## src/rtl/gaussian_conv_pkg.sv

```systemverilog
// Shared types and elaboration helpers for the gaussian_conv blur block.
// Optional feature macro used by the top: GAUSSIAN_CONV_BYPASS_EN.
package gaussian_conv_pkg;

    typedef enum logic [1:0] {
        IDLE  = 2'd0,
        ACCUM = 2'd1,
        DONE  = 2'd2
    } state_e;

    localparam int MAX_SIZE = 7;

    // Binomial coefficient C(n,k); only ever evaluated on constants.
    function automatic int binom(input int n, input int k);
        int r;
        r = 1;
        for (int i = 0; i < k; i++) begin
            r = r * (n - i) / (i + 1);
        end
        return r;
    endfunction

    // 8 pixel bits plus log2 of the kernel weight sum.
    function automatic int acc_width(input int size);
        return 8 + 2 * (size - 1);
    endfunction

endpackage

```

## src/rtl/gaussian_coeff_rom.sv

```systemverilog
// Combinational binomial kernel weight lookup: W(row,col) = B(row)*B(col).
module gaussian_coeff_rom
    import gaussian_conv_pkg::*;
#(
    parameter int SIZE = 3,
    parameter int WW   = 5
) (
    input  logic [2:0]    row_i,
    input  logic [2:0]    col_i,
    output logic [WW-1:0] weight_o
);

    logic [WW-1:0] b_tab [0:7];

    // Unused table slots hold zero so out-of-window indices give zero weight.
    for (genvar gk = 0; gk < 8; gk++) begin : g_tab
        if (gk < SIZE) begin : g_in
            assign b_tab[gk] = WW'(binom(SIZE - 1, gk));
        end else begin : g_out
            assign b_tab[gk] = '0;
        end
    end

    assign weight_o = b_tab[row_i] * b_tab[col_i];

endmodule

```

## src/rtl/gaussian_conv.sv

```systemverilog
// Sequential MAC Gaussian blur of one SIZE x SIZE window into one rounded pixel.
// Define GAUSSIAN_CONV_BYPASS_EN to add a bypass port that outputs the centre pixel.
module gaussian_conv
    import gaussian_conv_pkg::*;
#(
    parameter logic [3:0] SIZE = 4'd3
) (
`ifdef GAUSSIAN_CONV_BYPASS_EN
    input  logic       bypass,
`endif
    input  logic       clk,
    input  logic       n_rst,
    input  logic       start,
    input  logic       pix_valid,
    input  logic [7:0] pix_data,
    output logic       pix_ready,
    output logic       busy,
    output logic       out_valid,
    output logic [7:0] out_pixel
);

    localparam int SZ = int'(SIZE);
    localparam int S  = 2 * (SZ - 1);
    localparam int AW = acc_width(SZ);
    localparam int WW = S + 1;
    localparam logic [2:0]  LAST = 3'(SZ - 1);
    localparam logic [2:0]  CTR  = 3'((SZ - 1) / 2);
    localparam logic [AW:0] HALF = (AW + 1)'(1) << (S - 1);

    if (!(SZ == 3 || SZ == 5 || SZ == 7)) begin : g_size_chk
        $error("gaussian_conv: SIZE must be 3, 5 or 7");
    end

    state_e          state_q, state_d;
    logic [AW-1:0]   acc_q, acc_d;
    logic [2:0]      row_q, row_d;
    logic [2:0]      col_q, col_d;
    logic [7:0]      out_pixel_q, out_pixel_d;
    logic            pix_ready_q, pix_ready_d;
    logic            busy_q, busy_d;
    logic            out_valid_q, out_valid_d;

    logic [WW-1:0]   weight_s;
    logic [AW-1:0]   prod_s;
    logic [AW-1:0]   acc_next_s;
    logic [AW:0]     rnd_s;
    logic [7:0]      blur_s;
    logic [7:0]      result_s;
    logic            beat_s;
    logic            last_s;

`ifdef GAUSSIAN_CONV_BYPASS_EN
    logic            bypass_q, bypass_d;
    logic [7:0]      center_q, center_d;
`endif

    gaussian_coeff_rom #(
        .SIZE (SZ),
        .WW   (WW)
    ) u_rom (
        .row_i    (row_q),
        .col_i    (col_q),
        .weight_o (weight_s)
    );

    assign beat_s = (state_q == ACCUM) && pix_valid;
    assign last_s = (row_q == LAST) && (col_q == LAST);

    // MAC and rounding; the final beat's product is folded in before rounding.
    always_comb begin
        prod_s     = AW'(pix_data) * AW'(weight_s);
        acc_next_s = acc_q + prod_s;
        rnd_s      = ({1'b0, acc_next_s} + HALF) >> S;
        if (rnd_s > (AW + 1)'(255)) begin
            blur_s = 8'hFF;
        end else begin
            blur_s = rnd_s[7:0];
        end
`ifdef GAUSSIAN_CONV_BYPASS_EN
        if (bypass_q) begin
            result_s = center_q;
        end else begin
            result_s = blur_s;
        end
`else
        result_s = blur_s;
`endif
    end

    // FSM state register.
    always_ff @(posedge clk or negedge n_rst) begin
        if (!n_rst) begin
            state_q <= IDLE;
        end else begin
            state_q <= state_d;
        end
    end

    // FSM next-state logic.
    always_comb begin
        state_d = state_q;
        case (state_q)
            IDLE: begin
                if (start) state_d = ACCUM;
                else       state_d = IDLE;
            end
            ACCUM: begin
                if (beat_s && last_s) state_d = DONE;
                else                  state_d = ACCUM;
            end
            DONE:    state_d = IDLE;
            default: state_d = IDLE;
        endcase
    end

    // FSM outputs, decoded from the next state so they leave a register.
    always_comb begin
        pix_ready_d = (state_d == ACCUM);
        busy_d      = (state_d == ACCUM) || (state_d == DONE);
        out_valid_d = (state_d == DONE);
    end

    // Datapath next-state: counters, accumulator and result capture.
    always_comb begin
        acc_d       = acc_q;
        row_d       = row_q;
        col_d       = col_q;
        out_pixel_d = out_pixel_q;
`ifdef GAUSSIAN_CONV_BYPASS_EN
        bypass_d    = bypass_q;
        center_d    = center_q;
`endif
        case (state_q)
            IDLE: begin
                if (start) begin
                    acc_d = '0;
                    row_d = 3'd0;
                    col_d = 3'd0;
`ifdef GAUSSIAN_CONV_BYPASS_EN
                    bypass_d = bypass;
`endif
                end else begin
                    acc_d = acc_q;
                end
            end
            ACCUM: begin
                if (beat_s) begin
                    acc_d = acc_next_s;
`ifdef GAUSSIAN_CONV_BYPASS_EN
                    if ((row_q == CTR) && (col_q == CTR)) begin
                        center_d = pix_data;
                    end else begin
                        center_d = center_q;
                    end
`endif
                    if (last_s) begin
                        row_d       = 3'd0;
                        col_d       = 3'd0;
                        out_pixel_d = result_s;
                    end else if (col_q == LAST) begin
                        row_d = row_q + 3'd1;
                        col_d = 3'd0;
                    end else begin
                        col_d = col_q + 3'd1;
                    end
                end else begin
                    acc_d = acc_q;
                end
            end
            DONE:    acc_d = acc_q;
            default: acc_d = acc_q;
        endcase
    end

    // Datapath and output registers.
    always_ff @(posedge clk or negedge n_rst) begin
        if (!n_rst) begin
            acc_q       <= '0;
            row_q       <= 3'd0;
            col_q       <= 3'd0;
            out_pixel_q <= 8'd0;
            pix_ready_q <= 1'b0;
            busy_q      <= 1'b0;
            out_valid_q <= 1'b0;
`ifdef GAUSSIAN_CONV_BYPASS_EN
            bypass_q    <= 1'b0;
            center_q    <= 8'd0;
`endif
        end else begin
            acc_q       <= acc_d;
            row_q       <= row_d;
            col_q       <= col_d;
            out_pixel_q <= out_pixel_d;
            pix_ready_q <= pix_ready_d;
            busy_q      <= busy_d;
            out_valid_q <= out_valid_d;
`ifdef GAUSSIAN_CONV_BYPASS_EN
            bypass_q    <= bypass_d;
            center_q    <= center_d;
`endif
        end
    end

    assign pix_ready = pix_ready_q;
    assign busy      = busy_q;
    assign out_valid = out_valid_q;
    assign out_pixel = out_pixel_q;

endmodule

```

## config.mk

```make
export PLATFORM = sky130hd
export DESIGN_NAME = gaussian_conv
export DESIGN_NICKNAME = d
export VERILOG_FILES = /design/src/rtl/gaussian_conv_pkg.sv /design/src/rtl/gaussian_coeff_rom.sv /design/src/rtl/gaussian_conv.sv
export SDC_FILE = /design/constraint.sdc
export NUM_CORES = 1
export LEC_CHECK = 0
export ABC_CLOCK_PERIOD_IN_PS = 5000
export CAP_MARGIN = 20
export CELL_PAD_IN_SITES_DETAIL_PLACEMENT = 1
export CELL_PAD_IN_SITES_GLOBAL_PLACEMENT = 2
export CORE_UTILIZATION = 34
export CTS_CLUSTER_SIZE = 24
export DETAILED_ROUTE_END_ITERATION = 8
export HOLD_SLACK_MARGIN = 0.12
export PLACE_DENSITY_LB_ADDON = 0.25
export SYNTH_ARGS = -nofsm -noshare
export SYNTH_HDL_FRONTEND = slang
export SYNTH_HIERARCHICAL = 1
export SYNTH_SLANG_ARGS = --single-unit
```

## constraint.sdc

```tcl
create_clock -name clk -period 5 [get_ports clk]
set_input_delay 0.5 -clock clk [delete_from_list [all_inputs] [get_ports clk]]
set_output_delay 0.5 -clock clk [all_outputs]
set_load 0.01 [all_outputs]
```

=== Word-level counts from Yosys, hierarchy flattened ===
Memory sizes are Yosys's and may differ from the RTL's.
Cells that the tools add are included.

* Input bits: 12
* Bits in latches: 0
* Memory bits (read-only): 80
* Logic and storage cells: 58
* RAM bits: 0
* Memories kept: 2
* Register bits after elaboration: 31

{| class="wikitable"
|+ Memories
! name !! words !! bits a word !! rd ports !! clocked after memory_dff !! wr ports !! RTL line !! text
|-
| (name not given) || 8 || 5 || 1 || 0 || 0 || gaussian_coeff_rom.sv:24 || <nowiki>assign weight_o = b_tab[row_i] * b_tab[col_i];</nowiki>
|-
| (name not given) || 8 || 5 || 1 || 0 || 0 || gaussian_coeff_rom.sv:24 ||
|}

* Add/sub/neg operators: 4
* Multiply operators: 2
* Reduce and logical (&&, ||, !) cells: 9
* Shifts and indexed selects: 0
* Bitwise operators: 2
* Equality and inequality tests: 8
* Divide/modulo/power cells: 0
* Multiplexer cells: 20
* $lt $le $gt $ge: 3

{| class="wikitable"
|+ Operators by type and width
! cell !! count
|-
| two-way mux 12 bit || 2
|-
| one-hot mux 12 bit (2 select lines) || 1
|-
| two-way mux 3 bit || 7
|-
| two-way mux 5 bit || 4
|-
| adder 12 x 4 -> 13 bit (second input constant) || 1
|-
| adder 12 bit || 1
|-
| multiplier 8 x 5 -> 12 bit || 1
|-
| one-hot mux 3 bit (2 select lines) || 2
|-
| > comparator 9 x 8 -> 1 bit (second input constant) || 1
|-
| >= comparator 4 bit (second input constant) || 2
|-
| two-way mux 8 bit || 1
|-
| inverter 3 -> 4 bit || 2
|-
| adder 3 x 1 -> 3 bit (second input constant) || 2
|-
| == test 3 x 2 -> 1 bit (second input constant) || 2
|-
| AND reduction 3 bit || 2
|-
| multiplier 5 x 5 -> 5 bit || 1
|-
| == test 2 x 1 -> 1 bit (second input constant) || 2
|-
| inequality test 2 bit (second input constant) || 2
|-
| one-hot mux 2 bit (2 select lines) || 1
|-
| AND reduction 4 bit || 1
|-
| logical AND 1 bit || 3
|-
| inequality test 3 x 2 -> 1 bit (second input constant) || 1
|-
| == test 2 bit (second input constant) || 1
|-
| zero test 2 bit || 1
|-
| 4 further kinds || 4
|}

=== Longest topological paths before layout ===
Gate-level depths: netlist of the first run.

* Word-level depth: 10
* Depth in mapped cells: 20
* Mapped depth without buffers: 18

=== Hierarchy ===
Netlist of the first run, hierarchy kept.

{| class="wikitable"
|+ By module, submodules not included
! module !! sequential area each (sq um) !! area each (sq um) !! times used !! cells each
|-
| gaussian_conv || 775.7 || 2977.9 || 1 || 319
|-
| gaussian_coeff_rom || 0.0 || 72.6 || 1 || 10
|}

=== Least setup slack after synthesis of the first run ===
No wires, ideal clock.

* Path kind: flip-flop to flip-flop
* Start: register col_q[2]
* End: register out_pixel_q[0] (netlist: out_pixel[0])
* Required time: 4.918 ns
* Cell stages (with the launch flop): 19
* Path slack: -0.118 ns
* Clock period less this slack: 5.118 ns
* Arrival: 5.036 ns
* Buffers on the path: 1
* Path through: dfrtp_1 -> or4b_1 -> nor2_1 -> ha_1 -> ha_1 -> and2_1 -> fa_1 -> fa_1 -> inv_1 -> fa_1 -> inv_1 -> ha_1 -> a21oi_2 -> xnor2_1 -> and3_1 -> and3_1 -> or3b_1 -> buf_2 -> a31oi_1

* Cells in the longest elaborated chain, start to end: 10
* Elaborated cells on any way between the ends: 13

{| class="wikitable"
|+ RTL lines
! element !! RTL line !! text
|-
| from (decl) || gaussian_conv.sv:37 || <nowiki>logic [2:0] col_q, col_d;</nowiki>
|-
| from (signal assigned) || gaussian_conv.sv:192 || <nowiki>col_q <= col_d;</nowiki>
|-
| inverter 3 -> 4 bit (not written as such) * || gaussian_coeff_rom.sv:24 ||
|-
| memory (8 x 5 bit) * || -- ||
|-
| two-way mux 5 bit (not written as such) * (2 in series) || gaussian_coeff_rom.sv:24 ||
|-
| multiplier 5 x 5 -> 5 bit * || gaussian_coeff_rom.sv:24 ||
|-
| net weight_s[2] || gaussian_conv.sv:43 || <nowiki>logic [WW-1:0] weight_s;</nowiki>
|-
| multiplier 8 x 5 -> 12 bit * || gaussian_conv.sv:71 || <nowiki>prod_s = AW'(pix_data) * AW'(weight_s);</nowiki>
|-
| adder 12 bit * || gaussian_conv.sv:72 || <nowiki>acc_next_s = acc_q + prod_s;</nowiki>
|-
| adder 12 x 4 -> 13 bit * || gaussian_conv.sv:73 || <nowiki>rnd_s = ({1'b0, acc_next_s} + HALF) >> S;</nowiki>
|-
| > comparator 9 x 8 -> 1 bit || gaussian_conv.sv:74 || <nowiki>if (rnd_s > (AW + 1)'(255)) begin</nowiki>
|-
| two-way mux 8 bit * || gaussian_conv.sv:74 ||
|-
| to (signal assigned) || gaussian_conv.sv:193 || <nowiki>out_pixel_q <= out_pixel_d;</nowiki>
|-
| to (decl) || gaussian_conv.sv:38 || <nowiki>logic [7:0] out_pixel_q, out_pixel_d;</nowiki>
|}

Mark *: on every way through the listed nets, which the timed path passes. The rest lies on a longest branch. The select of a mux whose other input is x is not followed.
A chain may end at the register's enable or synchronous reset.

=== Worst setup path in the final report of the first run ===
* Start: register row_q[1]
* End: register out_pixel_q[2] (netlist: out_pixel[2])

* Cells in the longest elaborated chain, start to end: 10
* Elaborated cells on any way between the ends: 13

{| class="wikitable"
|+ RTL lines
! element !! RTL line !! text
|-
| from (decl) || gaussian_conv.sv:36 || <nowiki>logic [2:0] row_q, row_d;</nowiki>
|-
| from (signal assigned) || gaussian_conv.sv:191 || <nowiki>row_q <= row_d;</nowiki>
|-
| inverter 3 -> 4 bit (not written as such) * || gaussian_coeff_rom.sv:24 ||
|-
| memory (8 x 5 bit) * || -- ||
|-
| two-way mux 5 bit (not written as such) * (2 in series) || gaussian_coeff_rom.sv:24 ||
|-
| multiplier 5 x 5 -> 5 bit * || gaussian_coeff_rom.sv:24 ||
|-
| net weight_s[2] || gaussian_conv.sv:43 ||
|-
| multiplier 8 x 5 -> 12 bit * || gaussian_conv.sv:71 ||
|-
| adder 12 bit * || gaussian_conv.sv:72 ||
|-
| adder 12 x 4 -> 13 bit * || gaussian_conv.sv:73 ||
|-
| > comparator 9 x 8 -> 1 bit || gaussian_conv.sv:74 ||
|-
| two-way mux 8 bit * || gaussian_conv.sv:74 ||
|}

Marks and branches as above.

==> results.md, run 1 <==
* Final worst slack at -0.0357 ns
* Most used DFF post-synth: dfrtp_1
* Buffers on Ports at 22
* Worst Hold Class: flop to flop
* Fin nets at 471
* First-pass GRT wire length at 14.0 mm
* Diode count at 0
* CP Launch Type: flop
* Fin crit share at 101%
* Layout cells sized above 1 at between 20% and 30%
* Status: complete, but fails checks
* Clock Skews at 0.00741 ns
* Max Cap Violations at 0
* Rel. slew slack at a little under three fifths
* Detail Placement HPWL at 6.44 mm
* Worst Hold Path EP: acc_q[4]
* Largest net degree at the start of global routing at 32
* Post-route ant nets at 0
* Synthesized netlist net count at 394
* Worst setup EP type: flop
* #FFs+latches synth at 31
* CTS clk-pin slew, worst paths at approximately 0.070 ns
* Slew @ Worst Pin at 0.654 ns
* Final count of negative-setup-slack endpoints at 8
* CTS Sinks at 31
* CTS Hold Buffers Added at 0
* Clk buf depth at 2
* Core Region at roughly 8700 um^2
* Clock Latency Late Sink at 0.29 ns
* Synth warnings at 6
* Die area at 9350 um^2
* Wire per inst at 15.7 um
* Hold depth at 2
* Sequential area share after synthesis at 25.4%
* Post-synth ARST share at 100%
* Initial antenna violation count at 0
* First DRT Iteration DRCs at 54
* R2r setup slk at -0.04 ns
* Worst r2r path cells at 17
* Root Driver: clkbuf_8
* FF-to-FF End: out_pixel[2]
* Die height at 96.7 um
* GRT Util Overall at 18.6%
* Failing checks: negative setup slack
* Most frequent cells in the layout: 50 x inv_1, 50 x buf_4, 37 x nand2_1, 31 x dfrtp_1, 27 x fa_1
* Vias per cell at around 4.9
* Hold_sp: acc_q[4]
* Row count at 34
* Kind of critical path: flop to flop
* Synth-to-layout area growth at 35.7%
* Vias in the first global route at 2758
* Worst hold margin at between 0.5 and 0.6 ns
* Post-Synthesis Cell Area at 3050 um^2
* Worst-path fanout max at 8
* CTS tree: built
* Initial core utilization at between 30% and 40%
* CTS buffer count at 5
* Fmax at 199 MHz
* DRC at 0
* WP data required at 5.22 ns
* Post-Route WL at 8.11 mm
* First drt pass iteration count at 3
* Cell area after layout at 4140 um^2
* Min Tclk post-route at about 5 ns
* Via count at 2517
* Total placed instance area at 3730 um^2
* H-tree levels at 2
* Worst Path Arrival at around 5.3 ns
* Synth Instances at 329
* Slew Viols, Final at 0
* R2r startpoint: row_q[1]
* GR Overflow Total at 0
* Final hold viol count at 0
* EDFF count, synth at 0
* Synth Area per Inst at 9.27 um^2
* Netlist cell types at 51
* I/O Pins at 23
* RSZ-0062 raised after global routing: true
* Routability cong. at approximately 0.76
* Die Wd at 96.7 um
[final cells by class]
class	instances	area (um^2)
fill	987	4580
multi-input combinational	238	2300
sequential	31	776
timing repair buffer	76	641
inverter	54	203
tap	108	135
clock buffer	5	68.8
clock inverter	3	20.0
[registers in the layout, summed over array words and instances (netlist names)]
register and cells:
out_valid 1, row_q 3, pix_ready 1, acc_q 12, out_pixel 8, busy 1, state_q 2, col_q 3
[what timing repair did]
item                       in CTS  in global routing
hold endpoints to repair        0                  0
setup endpoints to repair       8                  8
gates resized for setup        28                 17
pin swaps                      34                 20
buffers inserted                7                  7
[kinds of logic after synthesis]
group	synth area share, %
buf+inv	7.63
mux	1.44
xor+xnor	4.59
flops	25.4
simple gates	17.7
compound gates	14.4
other cells	0.123
fa+ha+maj	28.6
[worst max-delay path by stage]
stage,slack (ns),end,from,cells past startpoint
floorplan,0.01,out_pixel[0],col_q[2],18
global placement,-0.23,out_pixel[7],col_q[2],17
detailed placement,-0.30,out_pixel[0],row_q[1],17
CTS,-0.04,out_pixel[7],row_q[2],18
global route,-0.16,out_pixel[2],row_q[1],17
finish,-0.04,out_pixel[2],row_q[1],17
[metrics by stage]
stage / instances / utilization (%) / setup TNS [ns] / setup WS (ns)
after CTS: 508 / 46.0 / -0.0748 / -0.0397
final: 515 / 47.5 / -0.154 / -0.0357
after global routing: 515 / 47.5 / -1.15 / -0.155
after floorplan: 329 / - / 0 / 0.0104
after detailed placement: 493 / 42.8 / -2.05 / -0.299
after global placement: 493 / 42.8 / -1.37 / -0.229
[layer usage]
layer | vias to the layer above | share of wire, % | track usage (%)
met5 | - | 0 | 0
li1 | 1226 | - | -
met1 | 1275 | 44 | 24.7
met2 | 11 | 54 | 32.4
met4 | 0 | 0.73 | 3.56
met3 | 5 | 0.95 | 2.46
[worst max-delay path, stage by stage, from the launching register on]
cell      delay [ns]
dfrtp_1         0.38
or4b_4          0.57
nor2_4          0.15
ha_4            0.15
ha_4            0.22
and2_4          0.14
fa_1            0.48
fa_1            0.52
inv_2           0.04
fa_1            0.55
inv_2           0.05
ha_4            0.29
nand2_4         0.07
o31ai_4         0.28
mux2i_2         0.30
o211ai_2        0.13
or3b_4          0.45
a31oi_2         0.19
[Yosys cell counts, types with 2 or more instances]
| cell | number | area share (%) |
|---|---|---|
| mux2i_1 | 3 | 0.98 |
| o21ai_0 | 9 | 1.5 |
| and3_1 | 2 | 0.41 |
| a21o_1 | 3 | 0.74 |
| xnor2_1 | 11 | 3.2 |
| nand2b_1 | 4 | 0.82 |
| xor2_1 | 5 | 1.4 |
| a22o_1 | 4 | 1.1 |
| inv_1 | 54 | 6.6 |
| nor4_1 | 2 | 0.41 |
| and2_1 | 24 | 4.9 |
| a21oi_2 | 2 | 0.57 |
| nand2_1 | 39 | 4.8 |
| a211oi_1 | 2 | 0.49 |
| buf_2 | 3 | 0.49 |
| nand3_1 | 6 | 0.98 |
| o21ai_1 | 3 | 0.49 |
| dfrtp_1 | 31 | 25 |
| o22ai_1 | 2 | 0.41 |
| a31oi_1 | 6 | 1.2 |
| o211ai_2 | 3 | 1.2 |
| nor2_1 | 21 | 2.6 |
| clkbuf_1 | 2 | 0.25 |
| o211a_1 | 2 | 0.66 |
| ha_1 | 25 | 10 |
| fa_1 | 28 | 18 |
| a21oi_1 | 7 | 1.1 |
| o21a_1 | 3 | 0.74 |
Power of run 1 is left out: the tool's default activity adds up to more than one toggle a clock period on the data nets, which glitch-free logic cannot reach.
==> run 2: changes to the inputs <==
ABC_CLOCK_PERIOD_IN_PS = default   (was 5000)
GPL_TIMING_DRIVEN = 0   (was default)
==> results.md, run 2 (synthesis results as in run 1) <==
* FF-to-FF End: out_pixel[2]
* GRT Util Overall at 17.2%
* CTS Sinks at 31
* WP data required at roughly 5.2 ns
* Initial core utilization at between 30% and 40%
* H-tree levels at 2
* R2r setup slk at -0.07 ns
* Largest net degree at the start of global routing at 32
* Post-Route WL at 7.50 mm
* Vias per cell at 4.98
* Delay-heaviest family, CP: adder cells
* Slew @ Worst Pin at between 0.7 and 0.8 ns
* GR Overflow Total at 0
* Root Driver: clkbuf_8
* Status: complete, but fails checks
* Wire per inst at 15.4 um
* CTS tree: built
* Worst Path Arrival at 5.26 ns
* Slew Viols, Final at 0
* Final hold viol count at 0
* Worst stage delay on the critical path at 0.57 ns
* Layout cells sized above 1 at 20.8%
* Fin nets at 443
* Fin crit share at 101%
* Die Wd at between 90 and 100 um
* Final count of negative-setup-slack endpoints at 7
* Rel. slew slack at 52.0%
* Worst setup EP type: flop
* DRC at 0
* Most frequent cells in the layout: 52 x inv_1, 38 x nand2_1, 28 x dfrtp_1, 26 x fa_1, 21 x clkdlybuf4s50_1
* First-pass GRT wire length at 13.0 mm
* RSZ-0062 raised after global routing: true
* Post-route ant nets at 0
* Worst Hold Class: input pin to asynchronous set/reset pin
* Bufs and invs on worst path at 3
* Clock Latency Late Sink at 0.27 ns
* Row count at 34
* Slowest stage cell on the critical path: or4b_4
* CTS Hold Buffers Added at 0
* First drt pass iteration count at 4
* Via count at 2427
* Worst path cell trace: or4b_4 > nor2_4 > ha_4 > ha_4 > and2_1 > fa_1 > fa_1 > inv_1 > fa_1 > inv_1 > ha_4 > o211ai_4 > a21o_1 > o211ai_4 > o211ai_2 > or3b_1 > buf_6 > a31oi_1
* Total Negative Setup Slacks at -0.413 ns
* Clk buf depth at 2
* First DRT Iteration DRCs at 41
* Synth-to-layout area growth at 28.9%
* Biggest register: acc_q
* Final worst slack at -0.0709 ns
* Vias in the first global route at 2677
* Diode count at 0
* R2r startpoint: row_q[1]
* Max Cap Violations at 0
* Initial antenna violation count at 0
* Buffers on Ports at 22
* Die height at 96.7 um
* Min Tclk post-route at 5.07 ns
* Max reg flops at 12
* Core Region at 8720 um^2
* Clock Skews at roughly 0.0046 ns
* I/O Pins at 23
* Fmax at 197 MHz
* Worst r2r path cells at 18
* Failing checks: negative setup slack
* Kind of critical path: flop to flop
* Worst-path fanout max at 8
* CTS buffer count at 5
* CTS clk-pin slew, worst paths at 0.07 ns
* Detail Placement HPWL at roughly 5.9 mm
* Die area at 9350 um^2
* Most common cell after layout, fill and taps aside: inv_1
* CP Launch Type: flop
* Routability cong. at about 0.75
[run 2: cell count changes in the layout (fill, tap and decap cells not counted), sizes merged]
cell           delta
buf              -30
clkbuf            +4
clkdlybuf4s18     +1
clkdlybuf4s50     -1
clkinvlp          -2
[run 2: repair_timing]
action,4_1_cts,5_1_grt
buffers inserted,17,2
endpoints found under the hold margin,0,0
gates resized for setup,34,12
setup endpoints to repair,9,8
pin swaps,32,17
[run 2: cell type report]
type | instances | area [um^2]
Clock inverter | 1 | 5.00
Buffer | 6 | 42.5
Tap cell | 108 | 135
Multi-Input combinational cell | 238 | 2320
Fill cell | 993 | 4790
Sequential cell | 31 | 779
Timing Repair Buffer | 42 | 368
Inverter | 54 | 203
Clock buffer | 7 | 76.3
[run 2: worst max path at each step]
stage	startpoint	endpoint	slack [ns]	cells past startpoint
floorplan	col_q[2]	out_pixel[0]	0.01	18
global placement	col_q[0]	out_pixel[7]	-0.62	16
detailed placement	col_q[2]	out_pixel[7]	-0.60	17
CTS	row_q[2]	out_pixel[2]	-0.15	19
global route	col_q[2]	out_pixel[4]	-0.30	18
finish	row_q[1]	out_pixel[2]	-0.07	18
[run 2: through the flow]
| stage | instance area (um^2) | hold WS [ns] | std cells | util [%] | setup slack, ns |
|---|---|---|---|---|---|
| final | 3930 | 0.277 | 487 | 45.1 | -0.0709 |
| after global routing | 3930 | 0.337 | 487 | 45.1 | -0.304 |
| after CTS | 3860 | 0.293 | 485 | 44.3 | -0.147 |
| after detailed placement | 3470 | 0.494 | 460 | 39.8 | -0.604 |
| after global placement | 3470 | 0.483 | 459 | 39.8 | -0.624 |
| after floorplan | 3110 | 0.204 | 329 | - | 0.0104 |
[run 2: routing by layer]
metal | share of wire [%] | up-vias | global-route usage [%]
li1 | - | 1166 | -
met1 | 45 | 1244 | 22.6
met2 | 53 | 13 | 30.6
met3 | 1.0 | 4 | 2.17
met4 | 0.48 | 0 | 2.53
met5 | 0 | - | 0
Power of run 2 is left out for the same reason.
